--- src/rtl/note_pkg.sv ---
// Shared types for the note frame player.
// Player/assembler states, the note frame layout and the rest tone code.
package note_pkg;

    typedef enum logic [2:0] {
        IDLE,
        LOAD,
        PLAY,
        GAP,
        NEXT
    } play_state_t;

    typedef enum logic {
        WAIT_TONE,
        WAIT_DUR
    } asm_state_t;

    typedef struct packed {
        logic [7:0] tone;
        logic [7:0] dur;
    } note_frame_t;

    localparam logic [7:0] TONE_REST = 8'd0;

endpackage

--- src/rtl/note_frame_player_if.sv ---
// Received-byte stream from the UART receiver into the note player.
// The master is the UART side, the slave is the player.
interface note_frame_player_if;
    logic       uart_done;
    logic [7:0] uart_data;

    modport master (
        output uart_done,
        output uart_data
    );

    modport slave (
        input uart_done,
        input uart_data
    );
endinterface

--- src/rtl/note_fifo.sv ---
// Single-clock FIFO with wrap-bit pointers and a synchronous flush.
// Read data is the current head; a pop advances past it.
module note_fifo #(
    parameter int DEPTH = 16,
    parameter int WIDTH = 16
) (
    input  logic             i_clk,
    input  logic             i_rst,
    input  logic             i_flush,
    input  logic             i_wr,
    input  logic [WIDTH-1:0] i_wdata,
    input  logic             i_rd,
    output logic [WIDTH-1:0] o_rdata,
    output logic             o_full,
    output logic             o_empty
);

    localparam int AW = $clog2(DEPTH);

    logic [AW:0]      r_wr_ptr;
    logic [AW:0]      r_rd_ptr;
    logic [WIDTH-1:0] r_mem [DEPTH];
    logic             w_do_wr;
    logic             w_do_rd;

    assign o_empty = (r_wr_ptr == r_rd_ptr);
    assign o_full  = (r_wr_ptr[AW] != r_rd_ptr[AW]) &&
                     (r_wr_ptr[AW-1:0] == r_rd_ptr[AW-1:0]);
    assign w_do_rd = i_rd & ~o_empty;
    assign w_do_wr = i_wr & (~o_full | w_do_rd);
    assign o_rdata = r_mem[r_rd_ptr[AW-1:0]];

    // Pointer update; flush empties the FIFO in one cycle.
    always_ff @(posedge i_clk) begin
        if (i_rst || i_flush) begin
            r_wr_ptr <= '0;
            r_rd_ptr <= '0;
        end else begin
            if (w_do_wr) r_wr_ptr <= r_wr_ptr + 1'b1;
            if (w_do_rd) r_rd_ptr <= r_rd_ptr + 1'b1;
        end
    end

    // Storage write; contents need no reset since pointers gate them.
    always_ff @(posedge i_clk) begin
        if (!i_rst && !i_flush && w_do_wr)
            r_mem[r_wr_ptr[AW-1:0]] <= i_wdata;
    end

endmodule

--- src/rtl/note_frame_player.sv ---
// Assembles UART byte pairs into note frames and plays them per 1 ms tick.
// Optional NOTE_GAP_EN inserts GAP_MS silent ticks after each played note.
module note_frame_player
    import note_pkg::*;
#(
    parameter int FIFO_DEPTH  = 16,
    parameter int DUR_UNIT_MS = 10,
    parameter int TIMEOUT_MS  = 50,
    parameter int GAP_MS      = 5
) (
    input  logic                sys_clk,
    input  logic                sys_rst,
    input  logic                tick_1ms,
    note_frame_player_if.slave  uart,
    input  logic                music_stop,
    output logic [7:0]          music_tone,
    output logic                busy,
    output logic                fifo_full,
    output logic                overflow
);

    localparam int TW = $clog2(TIMEOUT_MS + 1);

    logic        r_tick_q;
    logic        w_tick;

    asm_state_t  r_asm;
    asm_state_t  w_asm_next;
    logic [7:0]  r_tone_byte;
    logic [TW-1:0] r_to_cnt;
    logic        w_timeout;
    logic        w_wr;
    note_frame_t w_frame;

    logic [15:0] w_rdata;
    logic        w_full;
    logic        w_empty;
    logic        w_pop;
    logic        w_drop;

    play_state_t r_state;
    play_state_t w_next;
    note_frame_t r_frame;
    logic [15:0] r_remaining;
    logic [7:0]  r_music_tone;
    logic [7:0]  w_tone_next;
    logic        r_busy;
    logic        w_busy_next;
    logic        r_overflow;

`ifdef NOTE_GAP_EN
    localparam int GW = $clog2(GAP_MS + 1);
    logic [GW-1:0] r_gap_cnt;
`endif

    // Edge detect on the free-running millisecond level.
    always_ff @(posedge sys_clk) begin
        r_tick_q <= tick_1ms;
    end

    assign w_tick = tick_1ms & ~r_tick_q;

    // Assembler state register.
    always_ff @(posedge sys_clk) begin
        if (sys_rst) r_asm <= WAIT_TONE;
        else         r_asm <= w_asm_next;
    end

    assign w_timeout = (r_asm == WAIT_DUR) && w_tick &&
                       (r_to_cnt == TW'(TIMEOUT_MS - 1));

    // Assembler next state; a stale tone byte times out to resync framing.
    always_comb begin
        w_asm_next = r_asm;
        if (music_stop) begin
            w_asm_next = WAIT_TONE;
        end else begin
            unique case (r_asm)
                WAIT_TONE: if (uart.uart_done) w_asm_next = WAIT_DUR;
                WAIT_DUR:  if (uart.uart_done || w_timeout)
                               w_asm_next = WAIT_TONE;
                default:   w_asm_next = WAIT_TONE;
            endcase
        end
    end

    // Assembler outputs: the completed frame and its write strobe.
    always_comb begin
        w_wr         = ~music_stop & (r_asm == WAIT_DUR) & uart.uart_done;
        w_frame.tone = r_tone_byte;
        w_frame.dur  = uart.uart_data;
    end

    // Assembler datapath: held tone byte and timeout tick counter.
    always_ff @(posedge sys_clk) begin
        if (sys_rst) begin
            r_tone_byte <= '0;
            r_to_cnt    <= '0;
        end else if (!music_stop) begin
            if (r_asm == WAIT_TONE && uart.uart_done) begin
                r_tone_byte <= uart.uart_data;
                r_to_cnt    <= '0;
            end else if (r_asm == WAIT_DUR && w_tick) begin
                r_to_cnt <= r_to_cnt + TW'(1);
            end
        end
    end

    note_fifo #(
        .DEPTH (FIFO_DEPTH),
        .WIDTH (16)
    ) u_fifo (
        .i_clk   (sys_clk),
        .i_rst   (sys_rst),
        .i_flush (music_stop),
        .i_wr    (w_wr),
        .i_wdata (w_frame),
        .i_rd    (w_pop),
        .o_rdata (w_rdata),
        .o_full  (w_full),
        .o_empty (w_empty)
    );

    assign w_drop = w_wr & w_full & ~w_pop;

    // Player state register.
    always_ff @(posedge sys_clk) begin
        if (sys_rst) r_state <= IDLE;
        else         r_state <= w_next;
    end

    // Player next state; stop overrides everything.
    always_comb begin
        w_next = r_state;
        if (music_stop) begin
            w_next = IDLE;
        end else begin
            unique case (r_state)
                IDLE: if (!w_empty) w_next = LOAD;
                LOAD: w_next = (r_frame.dur == 8'd0) ? NEXT : PLAY;
                PLAY: begin
                    if (w_tick && r_remaining == 16'd1) begin
`ifdef NOTE_GAP_EN
                        w_next = GAP;
`else
                        w_next = NEXT;
`endif
                    end
                end
`ifdef NOTE_GAP_EN
                GAP:  if (w_tick && r_gap_cnt == GW'(1)) w_next = NEXT;
`endif
                NEXT: w_next = w_empty ? IDLE : LOAD;
                default: w_next = IDLE;
            endcase
        end
    end

    // Player outputs; the tone is held across NEXT/LOAD so
    // back-to-back notes do not drop to silence between them.
    always_comb begin
        w_pop = ~music_stop & ~w_empty &
                ((r_state == IDLE) | (r_state == NEXT));
        w_busy_next = ~music_stop & ((r_state != IDLE) | ~w_empty);
        unique case (w_next)
            PLAY:       w_tone_next = r_frame.tone;
            LOAD, NEXT: w_tone_next = r_music_tone;
            default:    w_tone_next = TONE_REST;
        endcase
    end

    // Player datapath: popped frame and note/gap countdowns.
    always_ff @(posedge sys_clk) begin
        if (sys_rst) begin
            r_frame     <= '0;
            r_remaining <= '0;
        end else begin
            if (w_pop) r_frame <= note_frame_t'(w_rdata);
            if (r_state == LOAD)
                r_remaining <= 16'(r_frame.dur) * 16'(DUR_UNIT_MS);
            else if (r_state == PLAY && w_tick)
                r_remaining <= r_remaining - 16'd1;
        end
    end

`ifdef NOTE_GAP_EN
    // Gap countdown loaded as a note finishes.
    always_ff @(posedge sys_clk) begin
        if (sys_rst)
            r_gap_cnt <= '0;
        else if (r_state == PLAY && w_next == GAP)
            r_gap_cnt <= GW'(GAP_MS);
        else if (r_state == GAP && w_tick)
            r_gap_cnt <= r_gap_cnt - GW'(1);
    end
`endif

    // Registered outputs; overflow is sticky until stop or reset.
    always_ff @(posedge sys_clk) begin
        if (sys_rst) begin
            r_music_tone <= TONE_REST;
            r_busy       <= 1'b0;
            r_overflow   <= 1'b0;
        end else begin
            r_music_tone <= w_tone_next;
            r_busy       <= w_busy_next;
            if (music_stop)  r_overflow <= 1'b0;
            else if (w_drop) r_overflow <= 1'b1;
        end
    end

    assign music_tone = r_music_tone;
    assign busy       = r_busy;
    assign fifo_full  = w_full;
    assign overflow   = r_overflow;

endmodule
--- src/flat_wrapper.sv ---
// flat-port wrapper written by rule: the top's interface ports become plain ports
module note_frame_player_flat import note_pkg::*;
#(
    parameter int FIFO_DEPTH  = 16,
    parameter int DUR_UNIT_MS = 10,
    parameter int TIMEOUT_MS  = 50,
    parameter int GAP_MS      = 5
)
  (sys_clk, sys_rst, tick_1ms, music_stop, music_tone, busy, fifo_full, overflow, uart_uart_done, uart_uart_data);
  note_frame_player_if uart_i ();
  input  logic sys_clk;
  input  logic sys_rst;
  input  logic tick_1ms;
  input  logic music_stop;
  output logic [7:0] music_tone;
  output logic busy;
  output logic fifo_full;
  output logic overflow;
  input wire logic [$bits(uart_i.uart_done)-1:0] uart_uart_done;
  input wire logic [$bits(uart_i.uart_data)-1:0] uart_uart_data;
  assign uart_i.uart_done = uart_uart_done;
  assign uart_i.uart_data = uart_uart_data;
  note_frame_player #(.FIFO_DEPTH(FIFO_DEPTH), .DUR_UNIT_MS(DUR_UNIT_MS), .TIMEOUT_MS(TIMEOUT_MS), .GAP_MS(GAP_MS)) u_core (.sys_clk(sys_clk), .sys_rst(sys_rst), .tick_1ms(tick_1ms), .uart(uart_i), .music_stop(music_stop), .music_tone(music_tone), .busy(busy), .fifo_full(fifo_full), .overflow(overflow));
endmodule
--- config.mk ---
export PLATFORM = sky130hd
export DESIGN_NAME = note_frame_player_flat
export DESIGN_NICKNAME = d
export VERILOG_FILES = /design/src/rtl/note_pkg.sv /design/src/rtl/note_frame_player_if.sv /design/src/rtl/note_fifo.sv /design/src/rtl/note_frame_player.sv /design/src/flat_wrapper.sv
export SDC_FILE = /design/constraint.sdc
export NUM_CORES = 1
export LEC_CHECK = 0
export CAP_MARGIN = 40
export CORE_AREA = 2 2 146 162
export CTS_CLUSTER_SIZE = 20
export DETAILED_ROUTE_END_ITERATION = 6
export DIE_AREA = 0 0 148 164
export HOLD_SLACK_MARGIN = 0.08
export PLACE_DENSITY_LB_ADDON = 0.08
export SLEW_MARGIN = 20
export SYNTH_ARGS = -nofsm -noshare
export SYNTH_HDL_FRONTEND = slang
export SYNTH_SLANG_ARGS = --single-unit
--- constraint.sdc ---
create_clock -name sys_clk -period 3.5 [get_ports sys_clk]
set_input_delay 0.7 -clock sys_clk [delete_from_list [all_inputs] [get_ports sys_clk]]
set_output_delay 0.7 -clock sys_clk [all_outputs]
set_load 0.02 [all_outputs]
==> metrics.txt <==
routed len/inst roughly 24 um; RSZ-0062 raised after global routing false; skew final between 15 and 20 ps; Post-synth top flop edfxtp_1; total power density per cell area ~510 nW/um^2; hold_ws roughly 470 ps; nets@finish about 870; Max clock buf depth 3; die area 24270 um^2; effective utilization at floorplan between 50 and 60%; clk_lat worst skew 510 ps; antenna violations before repair 0; die width 148 um; largest net degree at the start of global routing 68; CP Capture Type primary output; CP arrival roughly 2300 ps; final worst slack 530.6 ps; Placement Setup Slack about 390 ps; Syn Area/Cell 16.92 um^2; final cycle utilization of the critical path a little over four fifths; vias in the first global route roughly 7400; Async S/R FF share, synth 0%; proportion of layout cells with a drive suffix above 1 between 10% and 20%; post-DR vias/cell ~6.2; area of the core 22640 um^2; Synth warnings 0; Hold Violations, Final 0; port bufs 23; Clk pin slew, worst setup/hold paths about 60 ps; hold crit path type reg -> reg; via count 7187; DRC errors left 0; Slew Limit Fails 0; CTS Hold Bufs 0; register area share after synthesis approximately 69%; footprint of the multi-input gates 3805 um^2; reg-to-reg setup timing slack between 1000 and 1500 ps; antenna cells 0; relative max-transition margin between 40% and 50%; Total Power roughly 7.6 mW; cell chain of the critical path xnor2_1, nand4_1, nor2_1, clkdlybuf4s50_1; Setup Buffers After CTS 0; # IOs 24; routability cong. 0.8861; Rows between 50 and 60; Leakage 4.958 nW; Sum Neg Setup Slack 0 ps; buffer type at the clock tree root clkbuf_16; detailed-placement wirelength estimate between 15 and 20 mm; # H-tree levels 2; antenna viol nets, final 0; TritonCTS buffer count 34; Cell Area, Synth between 10000 and 15000 um^2; Area growth syn-to-layout 12.80%; Setup CP Type reg -> out; Synth Instances around 800; library cells used by synthesis 70; slowest cell on the critical path clkdlybuf4s50_1; grt ovf 0; Total Routing Usage GR between 20% and 30%; register bit count reported by yosys approximately 330; EDFF count, synth approximately 260; Iter 0 DRT Violations 595; minimum clock period 2969 ps; drt first pass iters 5; status completed; Req. time, crit path 2800 ps; critical path fanouts, max 8; Max stage delay on crit path 650 ps; Post-Syn Nets around 810; peak supply drop between 0.5 and 0.6 mV; register area between 9000 and 10000 um^2; Peak Freq 336.8 MHz; CTS resizes 0; CTS tree yes; Slew @ Worst Pin 805.6 ps; Final setup viols 0; height of the chip about 160 um; total routed wirelength 27.89 mm; first-pass GRT wire length around 44 mm; nature of the critical path startpoint flip-flop; Filler cells around 1600; Max-Cap Viols 0; CTS Sinks between 300 and 400
## final cells by class
cell class                 count  share of cell area [%]
timing repair buffer          58                   3.506
tap                          300                   2.529
inverter                       7                  0.1770
sequential                   327                   61.40
multi-input combinational    403                   25.63
clock inverter                20                  0.7839
clock buffer                  41                   5.976
## layout by cell type (no fill, tap or decap), types with 7 or more instances in the layout
master           count
xor2_1              11
clkdlybuf4s50_1     22
o22ai_1              9
clkinv_2             8
nor3_1              12
nand3_1              7
clkinv_1             7
a22o_1               8
a32oi_1              9
a21oi_1             15
nand2b_1            27
xnor2_1             13
edfxtp_1           256
o21ai_0              9
ha_1                21
o2bb2ai_1            8
buf_4               33
nand2_1             16
clkbuf_16           34
a22oi_1             16
mux4_2              64
dfxtp_1             69
mux2i_1              9
nor2_1              61
## sequential cells by signal, indices dropped and copies added, names as in the netlist
register                flops
u_core.overflow             1
u_core.busy                 1
u_core.u_fifo.r_wr_ptr      5
u_core.u_fifo.r_rd_ptr      5
u_core.r_asm                1
u_core.music_tone           8
u_core.r_state              3
u_core.r_to_cnt             6
u_core.r_tone_byte          8
u_core.r_tick_q             1
u_core.r_remaining         16
u_core.r_frame             16
u_core.u_fifo.r_mem       256
## cells in the mapped netlist (2+ instances only)
library cell    n  area share, %
or3b_4          2           0.17
buf_2          14           0.53
xor2_1         11           0.73
o211ai_1        2           0.11
buf_6           5           0.43
or3b_1          2           0.13
nor3_1         12           0.46
nor2_1         61            1.7
ha_1           21            2.0
a211oi_1        5           0.29
o2bb2ai_1       8           0.53
nand3_1         7           0.27
a221oi_1        6           0.40
xnor2_1        13           0.87
dfxtp_1        71             11
a31oi_1         5           0.24
or4_1           2           0.11
o21ai_1         4           0.15
nand2_1        16           0.46
a22oi_1        16           0.91
nor3b_1         2           0.11
o21ai_0         9           0.34
mux4_2         64             11
a21o_1          4           0.23
a32oi_1         9           0.60
edfxtp_1      256             58
nor2b_1         4           0.19
o22ai_1         9           0.43
a22o_1          8           0.53
a221oi_2        2           0.23
mux2i_1         9           0.68
buf_1           2          0.057
o31ai_1         2           0.11
or3_1           6           0.29
clkbuf_1       17           0.48
a21oi_4         2           0.25
nand2b_1       27            1.3
nand4_1         6           0.29
inv_1           6           0.17
nor4_1          5           0.24
a21oi_1        15           0.57
buf_4           3           0.17
## power breakdown
| part | switching, mW | internal (mW) |
|---|---|---|
| registers | 0.0275 | 4.19 |
| logic | 0.0719 | 0.0386 |
| clock network | 1.43 | 1.82 |
## cells by family (layout without fill, tap and decap cells)
logic type / count (synthesis) / after routing / synth area share (%)
xor gates and xnor gates: 24 / 24 / 1.597
adders and majority gates: 23 / 23 / 2.225
DFF: 327 / 327 / 69.21
AOI/OAI and AO/OA: 116 / 116 / 6.627
muxes: 73 / 73 / 11.64
buffers and inverters: 48 / 126 / 1.873
and+or+nand+nor: 167 / 167 / 6.827
## critical path, delay by kind of cell, from the launching register on
| kind | cells | cell delay [ps] |
|---|---|---|
| and+or+nand+nor | 2 | 380 |
| DFF | 1 | 540 |
| xor gates and xnor gates | 1 | 200 |
| buffers and inverters | 1 | 650 |
## per-layer routing
layer  vias to the layer above  part of all wire (%)  track usage, %
li1                       3217                     -               -
met5                         -                     0               0
met2                       210                    51           40.85
met3                        36                   4.6           3.611
met1                      3724                    43           32.66
met4                         0                   1.7           5.758
## final timing paths
kind | endpoint | from | cells past startpoint
worst max-delay path | fifo_full | u_core.u_fifo.r_wr_ptr[3]$_SDFFE_PP0N_ | 4
worst min-delay path | u_core.music_tone[0]$_SDFFE_PP0N_ | u_core.music_tone[0]$_SDFFE_PP0N_ | 1
worst max register to register | u_core.r_frame[2]$_SDFFE_PP0N_ | u_core.u_fifo.r_rd_ptr[0]$_SDFFE_PP0P_ | 5
worst min register to register | u_core.music_tone[0]$_SDFFE_PP0N_ | u_core.music_tone[0]$_SDFFE_PP0N_ | 1
## through the flow
| step | utilization [%] | cells | cell area (um^2) |
|---|---|---|---|
| floorplan | - | 778 | 13160 |
| global placement | 60.97 | 1093 | 13810 |
| detailed placement | 61.13 | 1095 | 13840 |
| CTS | 65.56 | 1156 | 14840 |
| global route | 65.56 | 1156 | 14840 |
| finish | 65.56 | 1156 | 14840 |
Power figures use the tool's default switching activity.
